`config.mk`:
```
export PLATFORM = sky130hd
export DESIGN_NAME = can_frame_sequencer
export DESIGN_NICKNAME = d
export VERILOG_FILES = /design/src/rtl/can_frame_sequencer.sv
export SDC_FILE = /design/constraint.sdc
export NUM_CORES = 1
export LEC_CHECK = 0
export CORE_MARGIN = 5
export CORE_UTILIZATION = 27
export CTS_CLUSTER_SIZE = 16
export DETAILED_ROUTE_END_ITERATION = 10
export SYNTH_ARGS = -nofsm -noshare
export SYNTH_HDL_FRONTEND = slang
export SYNTH_SLANG_ARGS = --single-unit
```
`constraint.sdc`:
```
create_clock -name clk -period 5 [get_ports clk]
set_clock_uncertainty 0.15 [all_clocks]
set_input_delay 0.75 -clock clk [delete_from_list [all_inputs] [get_ports clk]]
set_output_delay 0.75 -clock clk [all_outputs]
set_load 0.005 [all_outputs]
```
`src/rtl/can_frame_sequencer.sv`:
```
// can_frame_sequencer: tracks which CAN frame field each sampled bit belongs to and latches IDE/RTR/DLC.
// Extended-frame fields (ID_B, RTR_EXT, R1) are built only when CAN_EXT_FRAME_EN is defined.
module can_frame_sequencer #(
    parameter int SIZE_W  = 10,
    parameter int EOF_LEN = 7,
    parameter int IFS_LEN = 3
) (
    input  logic              clk,
    input  logic              reset,
    input  logic              sp,
    input  logic              isStuff,
    input  logic              rx_bit,
    output logic [3:0]        field,
    output logic [SIZE_W-1:0] frame_size,
    output logic              ide,
    output logic              rtr,
    output logic [3:0]        dlc,
    output logic              crc_en,
    output logic              stuff_en,
    output logic              frame_done,
    output logic              form_error
);
    typedef enum logic [3:0] {
        F_IDLE    = 4'd0,  F_ID_A    = 4'd1,  F_SRR_RTR = 4'd2,  F_IDE     = 4'd3,
        F_ID_B    = 4'd4,  F_RTR_EXT = 4'd5,  F_R1      = 4'd6,  F_R0      = 4'd7,
        F_DLC     = 4'd8,  F_DATA    = 4'd9,  F_CRC     = 4'd10, F_CRC_DEL = 4'd11,
        F_ACK     = 4'd12, F_ACK_DEL = 4'd13, F_EOF     = 4'd14, F_IFS     = 4'd15
    } field_t;

    field_t            field_r;
    logic [6:0]        cnt_r;
    logic [SIZE_W-1:0] size_r;
    logic              rtr_r;
    logic [3:0]        dlc_r;
    logic [2:0]        dlc_sh_r;
    logic              done_r;
    logic              ferr_r;
`ifdef CAN_EXT_FRAME_EN
    logic              ide_r;
`endif

    logic              sof_s;
    logic              consume_s;
    logic              chk_s;
    logic              ide_err_s;
    logic              err_s;
    logic              last_s;
    logic [6:0]        len_s;
    logic [SIZE_W-1:0] size_nxt_s;

    // Number of consumed bits in a field; DATA length depends on the latched DLC.
    function automatic logic [6:0] field_len(input field_t f, input logic [3:0] d);
        logic [6:0] n;
        case (f)
            F_ID_A:  n = 7'd11;
            F_ID_B:  n = 7'd18;
            F_DLC:   n = 7'd4;
            F_DATA:  n = d[3] ? 7'd64 : {1'b0, d[2:0], 3'b000};
            F_CRC:   n = 7'd15;
            F_EOF:   n = 7'(EOF_LEN);
            F_IFS:   n = 7'(IFS_LEN);
            default: n = 7'd1;
        endcase
        return n;
    endfunction

    assign sof_s      = (field_r == F_IDLE) && sp && !rx_bit;
    assign stuff_en   = sof_s || ((field_r >= F_ID_A) && (field_r <= F_CRC));
    assign crc_en     = sof_s || ((field_r >= F_ID_A) && (field_r <= F_DATA));
    assign consume_s  = sp && !(isStuff && stuff_en);
    assign chk_s      = (field_r == F_CRC_DEL) || (field_r == F_ACK_DEL) ||
                        (field_r == F_EOF) || (field_r == F_IFS);
`ifdef CAN_EXT_FRAME_EN
    assign ide_err_s  = 1'b0;
`else
    assign ide_err_s  = (field_r == F_IDE) && rx_bit;
`endif
    assign err_s      = consume_s && ((chk_s && !rx_bit) || ide_err_s);
    assign len_s      = field_len(field_r, dlc_r);
    assign last_s     = (cnt_r == (len_s - 7'd1));
    assign size_nxt_s = (&size_r) ? size_r : size_r + SIZE_W'(1);

    // Field sequencer: advances on every consumed bit, counts frame bits and latches control fields.
    always_ff @(posedge clk or negedge reset) begin
        if (!reset) begin
            field_r  <= F_IDLE;
            cnt_r    <= 7'd0;
            size_r   <= '0;
            rtr_r    <= 1'b0;
            dlc_r    <= 4'd0;
            dlc_sh_r <= 3'd0;
            done_r   <= 1'b0;
            ferr_r   <= 1'b0;
`ifdef CAN_EXT_FRAME_EN
            ide_r    <= 1'b0;
`endif
        end else begin
            done_r <= 1'b0;
            ferr_r <= 1'b0;
            if (err_s) begin
                ferr_r  <= 1'b1;
                field_r <= F_IDLE;
                cnt_r   <= 7'd0;
            end else if (consume_s) begin
                if (field_r == F_IDLE) begin
                    if (!rx_bit) begin
                        field_r <= F_ID_A;
                        size_r  <= SIZE_W'(1);
                        cnt_r   <= 7'd0;
                    end
                end else begin
                    if (field_r != F_IFS) begin
                        size_r <= size_nxt_s;
                    end
                    cnt_r <= last_s ? 7'd0 : cnt_r + 7'd1;
                    case (field_r)
                        F_ID_A:    if (last_s) field_r <= F_SRR_RTR;
                        F_SRR_RTR: begin
                            rtr_r   <= rx_bit;
                            field_r <= F_IDE;
                        end
                        F_IDE: begin
`ifdef CAN_EXT_FRAME_EN
                            ide_r   <= rx_bit;
                            field_r <= rx_bit ? F_ID_B : F_R0;
`else
                            field_r <= F_R0;
`endif
                        end
`ifdef CAN_EXT_FRAME_EN
                        F_ID_B:    if (last_s) field_r <= F_RTR_EXT;
                        F_RTR_EXT: begin
                            rtr_r   <= rx_bit;
                            field_r <= F_R1;
                        end
                        F_R1:      field_r <= F_R0;
`endif
                        F_R0:      field_r <= F_DLC;
                        F_DLC: begin
                            dlc_sh_r <= {dlc_sh_r[1:0], rx_bit};
                            if (last_s) begin
                                dlc_r   <= {dlc_sh_r, rx_bit};
                                field_r <= (!rtr_r && ({dlc_sh_r, rx_bit} != 4'd0)) ? F_DATA : F_CRC;
                            end
                        end
                        F_DATA:    if (last_s) field_r <= F_CRC;
                        F_CRC:     if (last_s) field_r <= F_CRC_DEL;
                        F_CRC_DEL: field_r <= F_ACK;
                        F_ACK:     field_r <= F_ACK_DEL;
                        F_ACK_DEL: field_r <= F_EOF;
                        F_EOF: begin
                            if (last_s) begin
                                field_r <= F_IFS;
                                done_r  <= 1'b1;
                            end
                        end
                        F_IFS:     if (last_s) field_r <= F_IDLE;
                        default:   field_r <= F_IDLE;
                    endcase
                end
            end
        end
    end

    assign field      = field_r;
    assign frame_size = size_r;
    assign rtr        = rtr_r;
    assign dlc        = dlc_r;
    assign frame_done = done_r;
    assign form_error = ferr_r;
`ifdef CAN_EXT_FRAME_EN
    assign ide        = ide_r;
`else
    assign ide        = 1'b0;
`endif

endmodule

```
Word-level counts from Yosys, hierarchy flattened
Index checks and enable logic that the tools add are counted.
{ "op_classes": {"div_mod_pow": 0, "bitwise_logic": 2, "reduce_logical": 30, "add_sub_neg": 3, "n_lt_le_gt_ge": 3, "n_eq_ne": 24, "shift": 0, "n_mul": 0, "mux": 29} }
{ "ops": {"columns": ["cell", "n"], "rows": [
  ["case mux 7 bit (7 select lines)", 1],
  ["case mux 4 bit (12 select lines)", 1],
  ["2-to-1 mux 7 bit", 6],
  ["2-to-1 mux 10 bit", 4],
  ["2-to-1 mux 4 bit", 10],
  ["== test 4 bit, second input constant", 8],
  ["!= test 4 bit, second input constant", 7],
  ["adder 10 x 1 -> 10 bit, second input constant", 1],
  ["logical AND 1 bit", 10],
  ["AND reduction 10 bit", 1],
  ["AND reduction 5 bit", 2],
  ["== test 4 x 2 -> 1 bit, second input constant", 2],
  ["== test 4 x 3 -> 1 bit, second input constant", 2],
  ["less-or-equal comparator 4 bit, second input constant", 2],
  ["AND reduction 4 bit", 2],
  ["AND reduction 8 bit", 1],
  ["adder 7 x 1 -> 7 bit, second input constant", 1],
  ["== test 7 bit", 1],
  ["subtractor 7 x 1 -> 7 bit, second input constant", 1],
  ["logical OR 1 bit", 6],
  ["2-to-1 mux 1 bit", 6],
  ["== test 4 x 1 -> 1 bit, second input constant", 1],
  [">= comparator 4 x 1 -> 1 bit, second input constant", 1],
  ["logical NOT 4 bit", 1],
  ["8 further kinds", 13]
]} }
{ "totals": {"memories": 0, "input_bits": 5, "romBits": 0, "ramBits": 0, "out_inout_bits": 24, "latchBits": 0, "ff_bits": 31} }

Logic depth before layout (Yosys ltp)
Gate-level depths: netlist (run 1).
{ "depth": {"ltp_word": 10, "ltp_mapped": 13, "depth_no_buf": 10} }

Worst setup path after synthesis (run 1)
OpenSTA, ideal clock, no wires.
{ "synth_path": {"kind": "flip-flop to flip-flop", "from": "reg field_r[2] (netlist: field[2])", "to": "reg dlc_r[0] (netlist: dlc[0])", "setup_ns": 0.128, "slack_ns": 2.167, "stages_incl_launch_ff": 13, "t_arrival_ns": 2.555, "required_ns": 4.722, "n_path_buf": 2, "path_cell_list": "dfrtp_1 > buf_6 > clkbuf_1 > xnor2_1 > nor3_1 > a31oi_1 > ha_1 > xor2_1 > xnor2_1 > nor3_1 > o311ai_4 > nor2_2 > mux2_1"} }
{ "synth_between": {"elab_chain_cells": 10, "elab_cells_between_ends": 33, "cone_classes": "add/sub: 1; order compare: 2; eq/ne: 11; mux: 1; bitwise: 2; reduce/logical: 16"} }
{ "synth_lines": {"columns": ["item", "line", "text"], "rows": [
  ["start, declared", "30", "field_t field_r;"],
  ["start signal, assigned", "143", "field_r <= (!rtr_r && ({dlc_sh_r, rx_bit} != 4'd0)) ? F_DATA : F_CRC;"],
  ["parallel branches: the longest is 9 deep, another holds subtractor 7 x 1 -> 7 bit", null, null],
  ["AND reduction 5 bit (no line) *", null, null],
  ["end signal, assigned", "142", "dlc_r <= {dlc_sh_r, rx_bit};"],
  ["end, declared", "34", "logic [3:0] dlc_r;"]
]} }
Every way passes the cells marked *.
A chain may end at the register's enable or synchronous reset.

Worst setup path in the final report (run 1)
{ "layout_path": {"from": "reg field_r[3] (netlist: field[3])", "to": "reg dlc_r[0] (netlist: dlc[0])"} }
Same word-level chain as after synthesis.

==> run_results.csv, run 1 <==
group,metric,value,unit
global_route,grt_pass1_vias,1699,
synthesis,syn_area,0.00206,mm^2
outcome,status,"finished clean",
clocking,cts_sinks,31,
sta,max_clock_freq,298,MHz
sta,holdWs,0.373,ns
detailed_routing,dr.first_iter.drc_count,101,
detailed_routing,vias,1792,
detailed_routing,vias_per_cell,5.02,
hold_path,hold_class,"reg -> reg",
setup_path,required,5.01,ns
power_and_ir_drop,seqPwrFrac,0.337,
synthesis,synth_top_area_frac,0.376,
die,rows,31,
synthesis,ys_ff_latch,31,
synthesis,synth_mux_area_frac,0.0480,
power_and_ir_drop,p_int,0.752,mW
die,die_height,97.4,um
clocking,cts_buffers,5,
global_route,grt_remaining_overflow,0,
synthesis,async_flop_share,1.00,
detailed_routing,postRouteWirelength,5.00,mm
synthesis,synth_cells,233,
synthesis,synth-xor-area-share,0.0340,
detailed_routing,dr.pass1.iters,4,
power_and_ir_drop,power_frac_clock,0.141,
sta,worstMarginPinSlew,0.668,ns
die,coreArea,0.00733,mm^2
clocking,holdBufCountCts,0,
detailed_routing,wl_per_cell,14.0,um
sta,timing.final.ws_setup,1.64,ns
power_and_ir_drop,vdd_ir_drop_max,254,uV
synthesis,synth_fa_ha_area_frac,0.0231,
placement,pre_cts_ws,1.63,ns
global_route,grt_max_degree,32,
sta,finalHoldViolations,0,
job,maxCapViolations,0,
placement,place.gp.congestion,0.767,
power_and_ir_drop,switching_share,0.445,
clocking,clkTransAtPathRegs,0.07,ns
sta,finalSetupViolCount,0,
die,start_util,0.281,
die,die_w,97.4,um
placement,dp_hpwl,3.69,mm
synthesis,synth_compound_area_frac,0.193,
clocking,postCtsSetupBuffers,0,
setup_path,crit_arrival,3.37,ns
layout,final_cell_mix,"dfrtp_1, clkdlybuf4s50_1, nand2_1",
placement,portBuffers,27,
synthesis,yosysTopAreaCell,"dfrtp_1",
power_and_ir_drop,total_power,1.35,mW
clocking,cts-htree-levels,2,
synthesis,ys_seq_area_frac,0.376,
synthesis,syn_nets,241,
global_route,grt_antenna_before_repair,0,
setup_path,crit_path_end_kind,"flip-flop",
power_and_ir_drop,p_leak,0.972,nW
synthesis,ys_types,58,
synthesis,synthTopCellsByArea,"dfrtp_1, o21ai_1, nand2_1, nand3_1, nor2_1",
synthesis,synth_flop_cell,"dfrtp_1",
setup_path,crit_type,"reg -> reg",
synthesis,synth_edf_count,0,
sta,fin_crit_sh,0.672,
synthesis,synth_top_family_by_area,"simple AND/OR/NAND/NOR gates",
sta,tns,0,ns
die,io_pins,29,
setup_path,r2r-start,"field[3]",
clocking,cts_buffer_depth,2,
layout,final_util,0.340,
detailed_routing,antenna_left,0,
global_route,grt_pass1_wl,8.52,mm
setup_path,critPathMaxFanout,18,
hold_path,hold_start,"frame_size[3]",
setup_path,crit_path_start,"field[3]",
clocking,worstSkewPairLatency,0.28,ns
synthesis,synth.avg_cell_area,8.84,um^2
detailed_routing,drc_errors,0,
layout,layout_commonest_cell,"dfrtp_1",
layout,diodes,0,
sta,rsz0062_at_grt,"false",
setup_path,start_kind,"flip-flop",
clocking,cts_resized,0,
layout,fin_nets,265,
clocking,cts_tree,"yes",
power_and_ir_drop,power_frac_comb,0.522,
power_and_ir_drop,p_switching,0.602,mW
power_and_ir_drop,power_density,544,mW/mm^2
clocking,root_buffer,"clkbuf_8",
sta,slew_headroom,0.553,
synthesis,yosys_warnings,0,
sta,period_needed,3.36,ns
synthesis,yosys.area_share.simple,0.276,
layout,drive_gt1_frac,0.0930,
die,dieArea,0.00948,mm^2
layout,area_growth,20.8,%
sta,slew_violations,0,
global_route,grt_usage,0.107,
==> state kept, by name, indices dropped and copies added, names as in the netlist <==
register / count
frame_size: 10
cnt_r: 7
dlc: 4
field: 4
dlc_sh_r: 3
form_error: 1
frame_done: 1
rtr: 1
==> cell usage after synthesis, types with 3 or more instances <==
master / number
a31oi_1: 9
o21ai_1: 22
nor3_1: 7
mux2_1: 5
a21oi_1: 7
nand2b_1: 5
and3_1: 7
nand4_1: 7
xnor2_1: 5
nand3_1: 12
dfrtp_1: 31
o21ai_0: 5
nor2_1: 16
buf_2: 6
nand2_1: 24
clkbuf_1: 3
xor2_1: 3
ha_1: 3
inv_1: 6
==> layout make-up <==
class / count / area [um^2]
Fill cell: 768 / 4840
Clock inverter: 1 / 5.00
Inverter: 8 / 30.0
Clock buffer: 7 / 76.3
Sequential cell: 31 / 776
Multi-Input combinational cell: 182 / 1190
Timing Repair Buffer: 29 / 285
Tap cell: 99 / 124
==> routing by layer <==
metal | up-vias | wire [um] | part of all wire | track usage
met1 | 830 | 2500 | 0.50 | 0.155
met4 | 0 | 36 | 0.0072 | 0.0319
met3 | 4 | 253 | 0.051 | 0.0266
met2 | 53 | 2210 | 0.44 | 0.158
met5 | - | 0 | 0 | 0
li1 | 905 | - | - | -
==> worst max-delay path: stages, from the launching register on <==
cell,delay (ns)
dfrtp_1,0.62
or2_1,0.39
o22ai_1,0.26
ha_1,0.29
xor2_1,0.20
xnor2_1,0.09
nor3_1,0.32
o311ai_4,0.29
nor2_2,0.28
mux2_1,0.35
==> power groups by stage <==
stage / logic (mW) / clock network (mW) / registers [mW]
global route: 0.782 / 0.207 / 0.475
detailed placement: 0.711 / 0 / 0.461
floorplan: 0.569 / 0 / 0.382
CTS: 0.713 / 0.195 / 0.456
finish: 0.707 / 0.191 / 0.456
global placement: 0.699 / 0 / 0.463
==> through the flow <==
stage | area (um^2) | std cells
2_1_floorplan | 2060 | 233
3_3_place_gp | 2410 | 349
3_5_place_dp | 2410 | 349
4_1_cts | 2490 | 357
5_1_grt | 2490 | 357
6_report | 2490 | 357
==> final timing paths <==
path	end	slack, ns	depth (start not counted)
max	dlc[0]	1.64	9
min	frame_size[3]	0.37	1
max reg2reg	dlc[0]	1.64	9
min reg2reg	frame_size[3]	0.37	1
max in group asynchronous	form_error	3.69	2
min in group asynchronous	frame_size[4]	0.71	2
==> kinds of logic (layout without fill, tap and decap cells) <==
group | after synthesis | after routing
compound gates | 60 | 60
fa+ha+maj | 4 | 4
xor+xnor | 8 | 8
mux | 9 | 9
flops | 31 | 31
buf+inv | 20 | 45
other cells | 1 | 1
simple gates | 100 | 100
Note: power is estimated with default switching activity, not from simulation.
==> run 2: changes to the inputs <==
==> constraint.sdc (replaced) <==
create_clock -name clk -period 3.48 [get_ports clk]
set_clock_uncertainty 0.15 [all_clocks]
set_input_delay 0.522 -clock clk [delete_from_list [all_inputs] [get_ports clk]]
set_output_delay 0.522 -clock clk [all_outputs]
set_load 0.005 [all_outputs]
==> run_results.csv, run 2 (synthesis gave the netlist of run 1 again) <==
group,metric,value,unit
setup_path,crit_family,"simple AND/OR/NAND/NOR gates",
clocking,postCtsSetupBuffers,0,
clocking,cts_resized,0,
detailed_routing,drc_errors,0,
outcome,status,"finished clean",
clocking,holdBufCountCts,0,
global_route,grt_usage,0.109,
layout,diodes,0,
global_route,grt_pass1_vias,1691,
hold_path,holdPathStages,1,
die,die_w,97.4,um
setup_path,crit_slowest_cell,"dfrtp_1",
placement,portBuffers,27,
detailed_routing,antenna_left,0,
power_and_ir_drop,vdd_ir_drop_max,440,uV
die,io_pins,29,
sta,finalHoldViolations,0,
setup_path,path_cells,"or2_1 -> o22ai_1 -> ha_1 -> xor2_1 -> xnor2_1 -> nor3_1 -> o311ai_4 -> nor2_2 -> mux2_1",
clocking,cts-htree-levels,2,
sta,max_clock_freq,321,MHz
sta,finalSetupViolCount,0,
clocking,cts_tree,"yes",
detailed_routing,vias,1847,
setup_path,crit_buf_inv,0,
sta,period_needed,3.11,ns
die,start_util,0.281,
setup_path,start_kind,"flip-flop",
layout,final_cell_mix,"dfrtp_1, clkdlybuf4s50_1, nand2_1",
global_route,grt_remaining_overflow,0,
layout,area_growth,24.8,%
setup_path,r2r-end,"dlc[3]",
sta,rsz0062_at_grt,"false",
hold_path,hold_start,"frame_size[3]",
setup_path,crit_type,"reg -> reg",
die,rows,31,
die,dieArea,0.00948,mm^2
setup_path,crit_path_end_kind,"flip-flop",
placement,pre_cts_ws,0.339,ns
layout,layout_commonest_cell,"dfrtp_1",
sta,slew_violations,0,
hold_path,holdPathEnd,"frame_size[3]",
setup_path,r2r_cells,9,
layout,largest_register_ffs,10,
detailed_routing,dr.pass1.iters,4,
clocking,clkTransAtPathRegs,0.07,ns
clocking,cts_buffers,5,
setup_path,critPathMaxFanout,13,
detailed_routing,postRouteWirelength,5.14,mm
sta,tns,0,ns
sta,timing.final.ws_setup,0.366,ns
power_and_ir_drop,p_leak,1.02,nW
setup_path,r2r_setup_slack,0.37,ns
layout,drive_gt1_frac,0.121,
clocking,cts_buffer_depth,2,
clocking,cts_sinks,31,
clocking,root_buffer,"clkbuf_8",
clocking,worstSkewPairLatency,0.29,ns
sta,fin_crit_sh,0.895,
detailed_routing,vias_per_cell,5.09,
power_and_ir_drop,total_power,2.10,mW
die,coreArea,0.00733,mm^2
job,maxCapViolations,0,
sta,worstMarginPinSlew,0.643,ns
placement,place.gp.congestion,0.790,
global_route,grt_pass1_wl,8.58,mm
sta,slew_headroom,0.570,
global_route,grt_max_degree,32,
die,die_height,97.4,um
power_and_ir_drop,power_density,816,mW/mm^2
setup_path,r2r-start,"field[3]",
setup_path,crit_arrival,3.14,ns
hold_path,hold_class,"reg -> reg",
placement,dp_hpwl,3.82,mm
detailed_routing,wl_per_cell,14.2,um
global_route,grt_antenna_before_repair,0,
setup_path,cpPeakStageDelay,0.51,ns
setup_path,required,3.50,ns
layout,fin_nets,271,
detailed_routing,dr.first_iter.drc_count,116,
sta,holdWs,0.368,ns
[run 2: stage by stage]
step                instances  cell area, um^2   util
floorplan                 233             2060      -
global placement          355             2450  0.335
detailed placement        355             2450  0.335
CTS                       363             2570  0.351
global route              363             2570  0.351
finish                    363             2570  0.351
[run 2: how the worst max path moves through the flow]
stage / cells after the start / end / start
6_report: 9 / dlc[3] / field[3]
5_1_grt: 9 / dlc[3] / field[3]
4_1_cts: 9 / dlc[3] / field[3]
3_5_place_dp: 9 / dlc[3] / field[3]
3_3_place_gp: 9 / dlc[2] / field[3]
2_1_floorplan: 12 / dlc[0] / field[2]
[run 2: power by group]
| part | internal (mW) | switching, mW | total (mW) |
|---|---|---|---|
| Combinational | 0.523 | 0.612 | 1.14 |
| Sequential | 0.453 | 0.133 | 0.586 |
| Clock | 0.232 | 0.146 | 0.377 |
[run 2: cell type report]
type                            count  area (um^2)
Sequential cell                    31          776
Clock inverter                      2         35.0
Inverter                            8         30.0
Multi-Input combinational cell    182         1190
Fill cell                         743         4760
Tap cell                           99          124
Timing Repair Buffer               35          330
Clock buffer                        6         82.6
[run 2: per-layer routing]
metal,global-route usage,vias up,share of wire
li1,-,920,-
met4,0.0373,0,0.016
met5,0,-,0
met2,0.160,31,0.44
met1,0.156,889,0.51
met3,0.0258,7,0.034
